`src/rtl/mic1_pkg.sv`:
```
`default_nettype none
// ============================================================================
// Module   : mic1_pkg
// Purpose  : Shared constants for the Mic-1 register/bus core. Holds the MIR
//            field bit positions (C-write enables and memory control bits)
//            and the B-bus select encodings.
// Revision : 1.0  initial release
// ============================================================================
package mic1_pkg;

  // C-bus write enables: MIR bit index for each register
  localparam int unsigned c_mir_h   = 15;
  localparam int unsigned c_mir_opc = 14;
  localparam int unsigned c_mir_tos = 13;
  localparam int unsigned c_mir_cpp = 12;
  localparam int unsigned c_mir_lv  = 11;
  localparam int unsigned c_mir_sp  = 10;
  localparam int unsigned c_mir_pc  = 9;
  localparam int unsigned c_mir_mdr = 8;
  localparam int unsigned c_mir_mar = 7;

  // Memory control bits
  localparam int unsigned c_mir_write = 6;
  localparam int unsigned c_mir_read  = 5;
  localparam int unsigned c_mir_fetch = 4;

  // B-bus select encodings (MIR[3:0]); 9..15 drive zero
  localparam logic [3:0] c_bsel_mdr  = 4'd0;
  localparam logic [3:0] c_bsel_pc   = 4'd1;
  localparam logic [3:0] c_bsel_mbr  = 4'd2;
  localparam logic [3:0] c_bsel_mbru = 4'd3;
  localparam logic [3:0] c_bsel_sp   = 4'd4;
  localparam logic [3:0] c_bsel_lv   = 4'd5;
  localparam logic [3:0] c_bsel_cpp  = 4'd6;
  localparam logic [3:0] c_bsel_tos  = 4'd7;
  localparam logic [3:0] c_bsel_opc  = 4'd8;

endpackage : mic1_pkg
`default_nettype wire

```
`src/rtl/mic1_b_mux.sv`:
```
`default_nettype none
// ============================================================================
// Module   : mic1_b_mux
// Purpose  : B-bus multiplexer of the Mic-1 datapath, including sign/zero
//            extension of the 8-bit MBR.
// Ports    : sel  in  4   B-bus select (MIR[3:0])
//            mdr, pc, sp, lv, cpp, tos, opc  in 32  register views
//            mbr  in  8   MBR contents
//            b    out 32  B bus
// Revision : 1.0  initial release
// ============================================================================
module mic1_b_mux
  import mic1_pkg::*;
(
  input  logic [3:0]  sel,
  input  logic [31:0] mdr,
  input  logic [31:0] pc,
  input  logic [7:0]  mbr,
  input  logic [31:0] sp,
  input  logic [31:0] lv,
  input  logic [31:0] cpp,
  input  logic [31:0] tos,
  input  logic [31:0] opc,
  output logic [31:0] b
);

  always_comb begin
    b = 32'h0;
    case (sel)
      c_bsel_mdr:  b = mdr;
      c_bsel_pc:   b = pc;
      c_bsel_mbr:  b = {{24{mbr[7]}}, mbr};
      c_bsel_mbru: b = {24'h0, mbr};
      c_bsel_sp:   b = sp;
      c_bsel_lv:   b = lv;
      c_bsel_cpp:  b = cpp;
      c_bsel_tos:  b = tos;
      c_bsel_opc:  b = opc;
      default:     b = 32'h0;
    endcase
  end

endmodule : mic1_b_mux
`default_nettype wire

```
`src/rtl/mic1.sv`:
```
`default_nettype none
// ============================================================================
// Module   : mic1
// Purpose  : Register-file and bus-routing core of the Mic-1 datapath. Holds
//            H, OPC, TOS, CPP, LV, SP, PC, MDR, MAR and MBR; drives the A and
//            B buses to an external ALU/shifter and writes back the C bus.
// Ports    : clock     in  1   rising-edge clock
//            reset_n   in  1   asynchronous active-low reset
//            ROM_data  in  32  instruction-fetch data, [7:0] used
//            RAM_data  in  32  data-memory read word
//            C         in  32  C bus from ALU/shifter
//            MIR       in  16  [15:7] C enables, [6:4] WRITE/READ/FETCH,
//                              [3:0] B select
//            MAR, MDR, PC  out 32  register views
//            MBR       out 32  MBR zero-extended
//            A         out 32  A bus (H)
//            B         out 32  B bus
// Revision : 1.0  initial release
// ============================================================================
module mic1
  import mic1_pkg::*;
(
  input  logic        clock,
  input  logic        reset_n,
  input  logic [31:0] ROM_data,
  input  logic [31:0] RAM_data,
  input  logic [31:0] C,
  input  logic [15:0] MIR,
  output logic [31:0] MAR,
  output logic [31:0] MDR,
  output logic [31:0] PC,
  output logic [31:0] MBR,
  output logic [31:0] A,
  output logic [31:0] B
);

  logic [31:0] h_q,   h_d;
  logic [31:0] opc_q, opc_d;
  logic [31:0] tos_q, tos_d;
  logic [31:0] cpp_q, cpp_d;
  logic [31:0] lv_q,  lv_d;
  logic [31:0] sp_q,  sp_d;
  logic [31:0] pc_q,  pc_d;
  logic [31:0] mdr_q, mdr_d;
  logic [31:0] mar_q, mar_d;
  logic [7:0]  mbr_q, mbr_d;

  // WRITE is sampled by external memory directly; upper ROM bits unused.
  logic unused_ok;
  assign unused_ok = &{1'b0, ROM_data[31:8], MIR[c_mir_write]};

  always_comb begin
    h_d   = MIR[c_mir_h]   ? C : h_q;
    opc_d = MIR[c_mir_opc] ? C : opc_q;
    tos_d = MIR[c_mir_tos] ? C : tos_q;
    cpp_d = MIR[c_mir_cpp] ? C : cpp_q;
    lv_d  = MIR[c_mir_lv]  ? C : lv_q;
    sp_d  = MIR[c_mir_sp]  ? C : sp_q;
    pc_d  = MIR[c_mir_pc]  ? C : pc_q;
    mar_d = MIR[c_mir_mar] ? C : mar_q;
    mbr_d = MIR[c_mir_fetch] ? ROM_data[7:0] : mbr_q;
    // Memory read wins over a C-bus write of MDR in the same cycle.
    mdr_d = mdr_q;
    if (MIR[c_mir_mdr]) mdr_d = C;
    if (MIR[c_mir_read]) mdr_d = RAM_data;
  end

  always_ff @(posedge clock or negedge reset_n) begin
    if (!reset_n) begin
      h_q   <= 32'h0;
      opc_q <= 32'h0;
      tos_q <= 32'h0;
      cpp_q <= 32'h0;
      lv_q  <= 32'h0;
      sp_q  <= 32'h0;
      pc_q  <= 32'h0;
      mdr_q <= 32'h0;
      mar_q <= 32'h0;
      mbr_q <= 8'h0;
    end else begin
      h_q   <= h_d;
      opc_q <= opc_d;
      tos_q <= tos_d;
      cpp_q <= cpp_d;
      lv_q  <= lv_d;
      sp_q  <= sp_d;
      pc_q  <= pc_d;
      mdr_q <= mdr_d;
      mar_q <= mar_d;
      mbr_q <= mbr_d;
    end
  end

  mic1_b_mux u_b_mux (
    .sel (MIR[3:0]),
    .mdr (mdr_q),
    .pc  (pc_q),
    .mbr (mbr_q),
    .sp  (sp_q),
    .lv  (lv_q),
    .cpp (cpp_q),
    .tos (tos_q),
    .opc (opc_q),
    .b   (B)
  );

  assign A   = h_q;
  assign MAR = mar_q;
  assign MDR = mdr_q;
  assign PC  = pc_q;
  assign MBR = {24'h0, mbr_q};

endmodule : mic1
`default_nettype wire

```
`config.mk`:
```
export PLATFORM = sky130hd
export DESIGN_NAME = mic1
export DESIGN_NICKNAME = d
export VERILOG_FILES = /design/src/rtl/mic1_pkg.sv /design/src/rtl/mic1_b_mux.sv /design/src/rtl/mic1.sv
export SDC_FILE = /design/constraint.sdc
export NUM_CORES = 1
export LEC_CHECK = 0
export CAP_MARGIN = 20
export CORE_MARGIN = 4
export CORE_UTILIZATION = 52
export CTS_BUF_LIST = sky130_fd_sc_hd__clkbuf_4
export CTS_CLUSTER_DIAMETER = 100
export CTS_CLUSTER_SIZE = 30
export DETAILED_ROUTE_END_ITERATION = 7
export PLACE_DENSITY = 0.94
export SLEW_MARGIN = 20
export SYNTH_ARGS = -nofsm -noshare
export SYNTH_HDL_FRONTEND = slang
export SYNTH_SLANG_ARGS = --single-unit
```
`constraint.sdc`:
```
create_clock -name clock -period 1.5 [get_ports clock]
set_input_delay 0.15 -clock clock [delete_from_list [all_inputs] [get_ports clock]]
set_output_delay 0.15 -clock clock [all_outputs]
set_load 0.02 [all_outputs]
```
======== After elaboration in Yosys (flattened, before gate mapping) ========
Cells that the tools add are included.
storage, ports and cells
  register bits after elaboration ......... 296
  input port bits ......................... 114
  output and inout port bits .............. 192
operators by class
  eq/ne operators ......................... 8
  muxes and demuxes ....................... 3
  reductions and logical operators ........ 2
operators with widths
  kind                                                              count
  32-bit one-hot mux with 9 select lines                            1
  32-bit 2-to-1 mux                                                 2
  4-bit by 3-bit == test with 1-bit output (second input constant)  4
  4-bit by 2-bit == test with 1-bit output (second input constant)  2
  4-bit by 1-bit == test with 1-bit output (second input constant)  1
  4-bit == test (second input constant)                             1
  4-bit logical NOT                                                 1
  2-bit nonzero test                                                1

======== Logic depth before layout (Yosys ltp) ========
Gate-level depths: netlist of the first run.
  depth in word-level cells ............... 2
  gate-level depth with buffers ........... 7
  mapped depth without buffers ............ 4

======== Hierarchy ========
A second synthesis of the first run with hierarchy kept.
second synthesis, totals
  cells, all modules ...................... 1009
  area, all modules ....................... 13837.0 µm²
modules (own cells, without submodules)
  module      times used  cells each  area each (µm²)
  mic1        1           725         11723.7
  mic1_b_mux  1           284         2113.3

======== Least setup slack after synthesis of the first run ========
OpenSTA, ideal clock, no wires.
  path type ............................... register to output
  start ................................... register mbr_q[7]
  end ..................................... output B[14]
  data arrival time ....................... 1545 ps
  required time ........................... 1350 ps
  path slack .............................. -195 ps
  cell stages (with the launch flop) ...... 5
  path through ............................ dfrtp_1 > nor2b_1 > nor3b_1 > a221oi_1 > o221ai_1
between the ends
  cells in the longest elaborated chain, start to end .. 1
RTL lines
  element                                 line              RTL
  start: declaration                      mic1.sv:46        logic [7:0] mbr_q, mbr_d;
  start signal: assignment                mic1.sv:90        mbr_q <= mbr_d;
  32-bit one-hot mux with 9 select lines  mic1_b_mux.sv:29  case (sel)
  end: declaration                        mic1.sv:34        output logic [31:0] B
No other way between the ends.

======== Worst setup path after layout of the first run ========
  start ................................... register mbr_q[7]
  end ..................................... output B[10]
The elaborated chain is that of the path after synthesis.

==> impl_metrics.py, run 1 <==
metrics = {
    "yosys": {
        "synthTopCellsByCount": "dfrtp_1 (296), mux2_2 (277), mux2i_1 (62), o21ai_0 (46), a22oi_1 (42)",
        "synthArstFlopShare_pct": 100,
        "syn_area_mm2": 0.0133,
        "ys_seq_elements": 296,
        "synth_top_area_cell": "dfrtp_1",
        "avgSynthCellArea_um2": 13.4,
        "synth_flop_cell": "dfrtp_1",
        "synth_edf_count": 0,
        "ys_types": 43,
        "synth_area_leaders": "dfrtp_1 (56%), mux2_2 (23%), mux2i_1 (4.7%)",
        "syn_inst": 995,
        "synth_top_area_share_pct": 55.5,
        "ys_warn_count": 0,
        "yosysMostFrequentCell": "dfrtp_1",
        "ys_seq_area_share_pct": 55.5,
    },
    "setup_path": {
        "path_class": "flop to output port",
        "cp.arrival_ns": 2.25,
        "cp_max_fo": 5,
        "crit_path_end_kind": "output port",
        "reg2regPathDepth": 4,
        "crit_slowest_cell": "dfrtp_1",
        "start_kind": "flop",
        "r2r_start": "MDR[12]",
        "path_delay_family": "simple AND/OR/NAND/NOR gates",
        "path_buf_inv": 2,
        "timing.rr.end": "MDR[12]",
        "cp.required_ns": 1.35,
        "critPathMaxStageDelay_ns": 0.46,
        "path_cells": "nor2b_4 -> nor3b_4 -> buf_6 -> a221oi_4 -> o221ai_2 -> buf_4",
        "rrSetupSlack_ns": 0.05,
    },
    "layout": {
        "post-route-util_pct": 74.6,
        "multi_input_area_mm2": 0.00587,
        "finish.net_count": 1534,
        "fillers": 1394,
        "area_growth_pct": 40.8,
        "regArea_mm2": 0.00741,
        "drive_gt1_share_pct": 51.3,
        "final_area_mm2": 0.0188,
        "fin_cells": 1751,
    },
    "route": {
        "wire_per_inst_um": 25.7,
        "drt_iter0_markers": 844,
        "drc": 0,
        "via_count": 10700,
        "drt_first_pass_iters": 5,
        "via_per_inst": 6.13,
        "antenna_left": 0,
        "wl_um": 45000,
    },
    "power_and_ir_drop": {
        "p_clk_share_pct": 15.7,
        "power_frac_comb_pct": 30.2,
        "p_int_mw": 11.9,
        "ir_drop_v": 0.000678,
        "power_frac_seq_pct": 54.1,
        "p_per_area_mw_per_mm2": 920,
        "p_sw_mw": 5.39,
        "power_leakage_nw": 8.35,
        "swShare_pct": 31.2,
    },
    "floorplan": {
        "start_util_pct": 53.0,
        "die_area_mm2": 0.0283,
        "die_h_um": 168,
        "num_rows": 58,
        "io_pins": 306,
        "coreArea_mm2": 0.0252,
        "die_w_um": 168,
    },
    "hold_path": {
        "min_path_type": "input port to async pin",
    },
    "cts": {
        "cts.sinks": 296,
        "numCtsBuffers": 13,
        "clkSlewWorstSetupHoldPaths_ns": 0.32,
        "ctsHtreeMaxLevel": 1,
        "root_buffer": "clkbuf_4",
        "cts_buffer_depth": 3,
        "cts_tree": "built",
        "worstSkewPairLatency_ns": 0.67,
    },
    "global_routing": {
        "grt_start_max_net_pins": 65,
        "grt_pass1_wl_um": 66900,
        "antenna_found_initial": 1,
        "grtUsageTotal_pct": 30.0,
        "overflow": 0,
        "first_global_vias": 11400,
    },
    "sta": {
        "hold_viol_final": 0,
        "fin_crit_ns": 2.40,
        "rsz0062_at_grt": "yes",
        "setup_viol": 102,
        "period_share_pct": 160,
        "tns_ns": -29.86,
        "maxSlewViolCount": 0,
        "tightest_slew_ns": 1.12,
        "finalClockSkew_ns": 0,
        "max_freq_mhz": 417,
        "fin_ws_ns": -0.900,
        "relSlewSlack_pct": 25.4,
    },
    "place": {
        "dp_hpwl_um": 26300,
        "portBuffers": 256,
        "placed_area_mm2": 0.0171,
        "place_inst": 1621,
        "place_congestion": 0.871,
    },
    "job": {
        "maxCapViolations": 0,
    },
    "run_status": {
        "violations": "negative setup slack",
        "status": "finished with violations",
    },
}
-- power by group through the flow --
stage / registers [mW] / logic [mW] / clock network, mW
floorplan: 9.74 / 1.77 / 0
global placement: 9.33 / 4.27 / 0
detailed placement: 9.40 / 4.39 / 0
CTS: 9.26 / 4.84 / 2.73
global route: 9.42 / 5.47 / 3.01
finish: 9.35 / 5.22 / 2.72
-- final cells by class --
cell class	instances	share of cell area, %
diodes	1	0.0133
clock buffers	13	0.520
clock inverters	2	0.0400
inverters	2	0.0400
multi-input cells	615	31.2
flip-flops and latches	296	39.4
well taps	330	2.20
repair buffers	492	26.5
-- routing by layer --
| metal | GRT usage [%] | vias to the layer above | routed length [um] |
|---|---|---|---|
| met5 | 0 | - | 0 |
| met2 | 51.4 | 655 | 22600 |
| met3 | 5.89 | 149 | 3510 |
| li1 | - | 4458 | - |
| met4 | 13.5 | 0 | 2220 |
| met1 | 37.0 | 5469 | 16700 |
-- stage by stage --
step                total power, mW  hold slack [ns]  worst slack, ns
floorplan                      11.5           -0.146          -0.0544
global placement               13.6           0.0512            -1.14
detailed placement             13.8           0.0504            -1.20
CTS                            16.8          0.00140           -0.865
global route                   17.9         -0.00875            -1.06
finish                         17.3           0.0102           -0.900
-- worst max-delay path by stage --
stage              from  endpoint  slack, ns  cells past startpoint
4_1_cts        mbr_q[7]     B[10]      -0.87                      6
6_report       mbr_q[7]     B[10]      -0.90                      6
2_1_floorplan  mbr_q[7]     B[15]      -0.05                      5
3_3_place_gp     MIR[1]     B[15]      -1.14                      7
5_1_grt        mbr_q[7]     B[10]      -1.06                      6
3_5_place_dp     MIR[1]     B[15]      -1.20                      7
-- kinds of logic after synthesis --
| group | after synthesis | synth area share [%] |
|---|---|---|
| buffers and inverters | 107 | 4.27 |
| AND/OR/NAND/NOR | 84 | 3.13 |
| AO/OA/AOI/OAI | 167 | 8.85 |
| multiplexers | 340 | 28.2 |
| flip-flops | 296 | 55.5 |
| other | 1 | 0.0281 |
-- timing repair --
| action | CTS | global route |
|---|---|---|
| endpoints found under the hold margin | 532 | 1 |
| gates cloned | 0 | 0 |
| setup endpoints to repair | 168 | 144 |
| gates resized for setup | 1010 | 116 |
| pin swaps | 20 | 9 |
| hold buffers | 38 | 1 |
| buffers inserted | 59 | 53 |
-- flip-flops by register name (all words and copies together), names as in the netlist --
name,flops
A,32
MAR,32
MDR,32
PC,32
cpp_q,32
lv_q,32
opc_q,32
sp_q,32
tos_q,32
mbr_q,8
-- tightest hold or removal path, delay by kind of cell --
family / cells / cell delay, ns
buffers and inverters: 3 / 0.98
-- placed cells by master, fill, tap and decap left out, types with 24 or more instances in the layout --
master	synthesis	routed
mux2_2	277	276
buf_6	5	210
dlygate4sd3_1	0	37
conb_1	1	24
dfrtp_1	296	296
mux2i_1	62	62
buf_12	0	25
o21ai_0	46	31
clkdlybuf4s50_1	0	74
a22oi_1	42	41
buf_4	28	103
nand2_1	41	41
buf_2	20	41
Note: power is estimated with default switching activity, not from simulation.
==> inputs of run 2 (changes only) <==
MAX_ROUTING_LAYER = met4   (was unset)
==> impl_metrics.py, run 2 (synthesis gave the netlist of run 1 again) <==
metrics = {
    "setup_path": {
        "cp_max_fo": 6,
        "cp.required_ns": 1.35,
        "crit_path_end_kind": "output port",
        "path_class": "flop to output port",
        "start_kind": "flop",
        "cp.arrival_ns": 2.28,
    },
    "floorplan": {
        "io_pins": 306,
        "die_w_um": 168,
        "die_h_um": 168,
        "num_rows": 58,
        "start_util_pct": 53.0,
        "die_area_mm2": 0.0283,
        "coreArea_mm2": 0.0252,
    },
    "global_routing": {
        "grt_start_max_net_pins": 65,
        "grtUsageTotal_pct": 30.9,
        "overflow": 0,
        "busiest_layer": "met2",
        "first_global_vias": 11400,
        "use_met3_pct": 5.35,
        "use_met1_pct": 37.5,
        "antenna_found_initial": 1,
        "grt_pass1_wl_um": 66900,
        "use_met2_pct": 51.2,
    },
    "sta": {
        "max_freq_mhz": 412,
        "hold_viol_final": 0,
        "rsz0062_at_grt": "yes",
        "maxSlewViolCount": 0,
        "tightest_slew_ns": 1.10,
        "finalClockSkew_ns": 0,
        "setup_viol": 103,
        "fin_crit_ns": 2.43,
        "tns_ns": -29.85,
        "fin_ws_ns": -0.929,
        "relSlewSlack_pct": 26.8,
        "period_share_pct": 162,
    },
    "route": {
        "antenna_left": 0,
        "via_count": 10600,
        "via_per_inst": 6.07,
        "drc": 0,
        "drt_first_pass_iters": 5,
        "drt_iter0_markers": 878,
        "wl_um": 45200,
        "wire_per_inst_um": 25.8,
    },
    "power_and_ir_drop": {
        "power_leakage_nw": 8.37,
        "total_power_mw": 17.3,
        "ir_drop_v": 0.000675,
        "p_per_area_mw_per_mm2": 921,
    },
    "cts": {
        "ctsHtreeMaxLevel": 1,
        "cts_tree": "built",
        "worstSkewPairLatency_ns": 0.67,
        "numCtsBuffers": 13,
        "clkSlewWorstSetupHoldPaths_ns": 0.32,
        "root_buffer": "clkbuf_4",
        "cts_buffer_depth": 3,
        "cts.sinks": 296,
    },
    "layout": {
        "fin_cells": 1754,
        "drive_gt1_share_pct": 51.4,
        "final_cell_mix": "dfrtp_1 (296), mux2_2 (275), buf_6 (208), buf_4 (105), clkdlybuf4s50_1 (74)",
        "area_growth_pct": 40.9,
        "final_common_cell": "dfrtp_1",
        "final_area_mm2": 0.0188,
        "finish.net_count": 1537,
    },
    "job": {
        "maxCapViolations": 0,
    },
    "run_status": {
        "status": "finished with violations",
        "violations": "negative setup slack",
    },
    "place": {
        "dp_hpwl_um": 26300,
        "placed_area_mm2": 0.0171,
        "place_congestion": 0.886,
        "place_inst": 1621,
        "portBuffers": 256,
    },
    "hold_path": {
        "min_path_type": "input port to async pin",
    },
}
-- run 2: cell type report --
type                            count  area [um2]
Antenna cell                        1        2.50
Clock buffer                       13        97.6
Clock inverter                      2        7.51
Fill cell                        1388        6380
Inverter                            2        7.51
Multi-Input combinational cell    615        5870
Sequential cell                   296        7410
Tap cell                          330         413
Timing Repair Buffer              495        5000
-- run 2: metal layers --
metal,up-vias,share of wire (%)
li1,4451,-
met1,5436,38
met2,597,50
met3,164,6.5
met4,0,5.0
met5,-,0
-- run 2: repair_timing --
item,CTS,global route
hold buffers,38,2
gates resized for setup,1010,112
buffers inserted,59,54
pin swaps,20,9
setup endpoints to repair,168,143
hold endpoints to repair,532,2
-- run 2: metrics by stage --
stage | util [%] | hold slack (ns) | setup WS [ns]
global placement | 67.7 | 0.0512 | -1.14
finish | 74.7 | 0.0151 | -0.929
CTS | 72.4 | 0.00140 | -0.865
floorplan | - | -0.146 | -0.0544
global route | 74.7 | -0.0106 | -1.03
detailed placement | 67.7 | 0.0504 | -1.20
-- run 2: power breakdown --
part           internal (mW)  leakage (nW)  switching [mW]
sequential              8.78          3.47           0.568
clock                  0.411        0.0630            2.33
combinational           2.72          4.83            2.52
-- run 2: path summary, 6_finish.rpt --
| kind | startpoint | end | slack (ns) | cells past startpoint |
|---|---|---|---|---|
| setup reg to reg | MDR[10] | MDR[10] | 0.05 | 4 |
| hold / removal | reset_n | tos_q[6] | 0.02 | 3 |
| max in group asynchronous | reset_n | lv_q[24] | 1.08 | 4 |
| setup / recovery | mbr_q[7] | B[27] | -0.93 | 6 |
| hold reg to reg | MAR[10] | MAR[10] | 0.54 | 1 |
| min in group clock | RAM_data[15] | MDR[15] | 0.02 | 3 |
-- run 2: critical path, cell delays in order, from the launching register on --
cell and delay (ns):
dfrtp_1 0.48, nor2b_4 0.18, and3_4 0.18, buf_12 0.15, a221oi_4 0.26, o221ai_2 0.14
buf_4 0.18
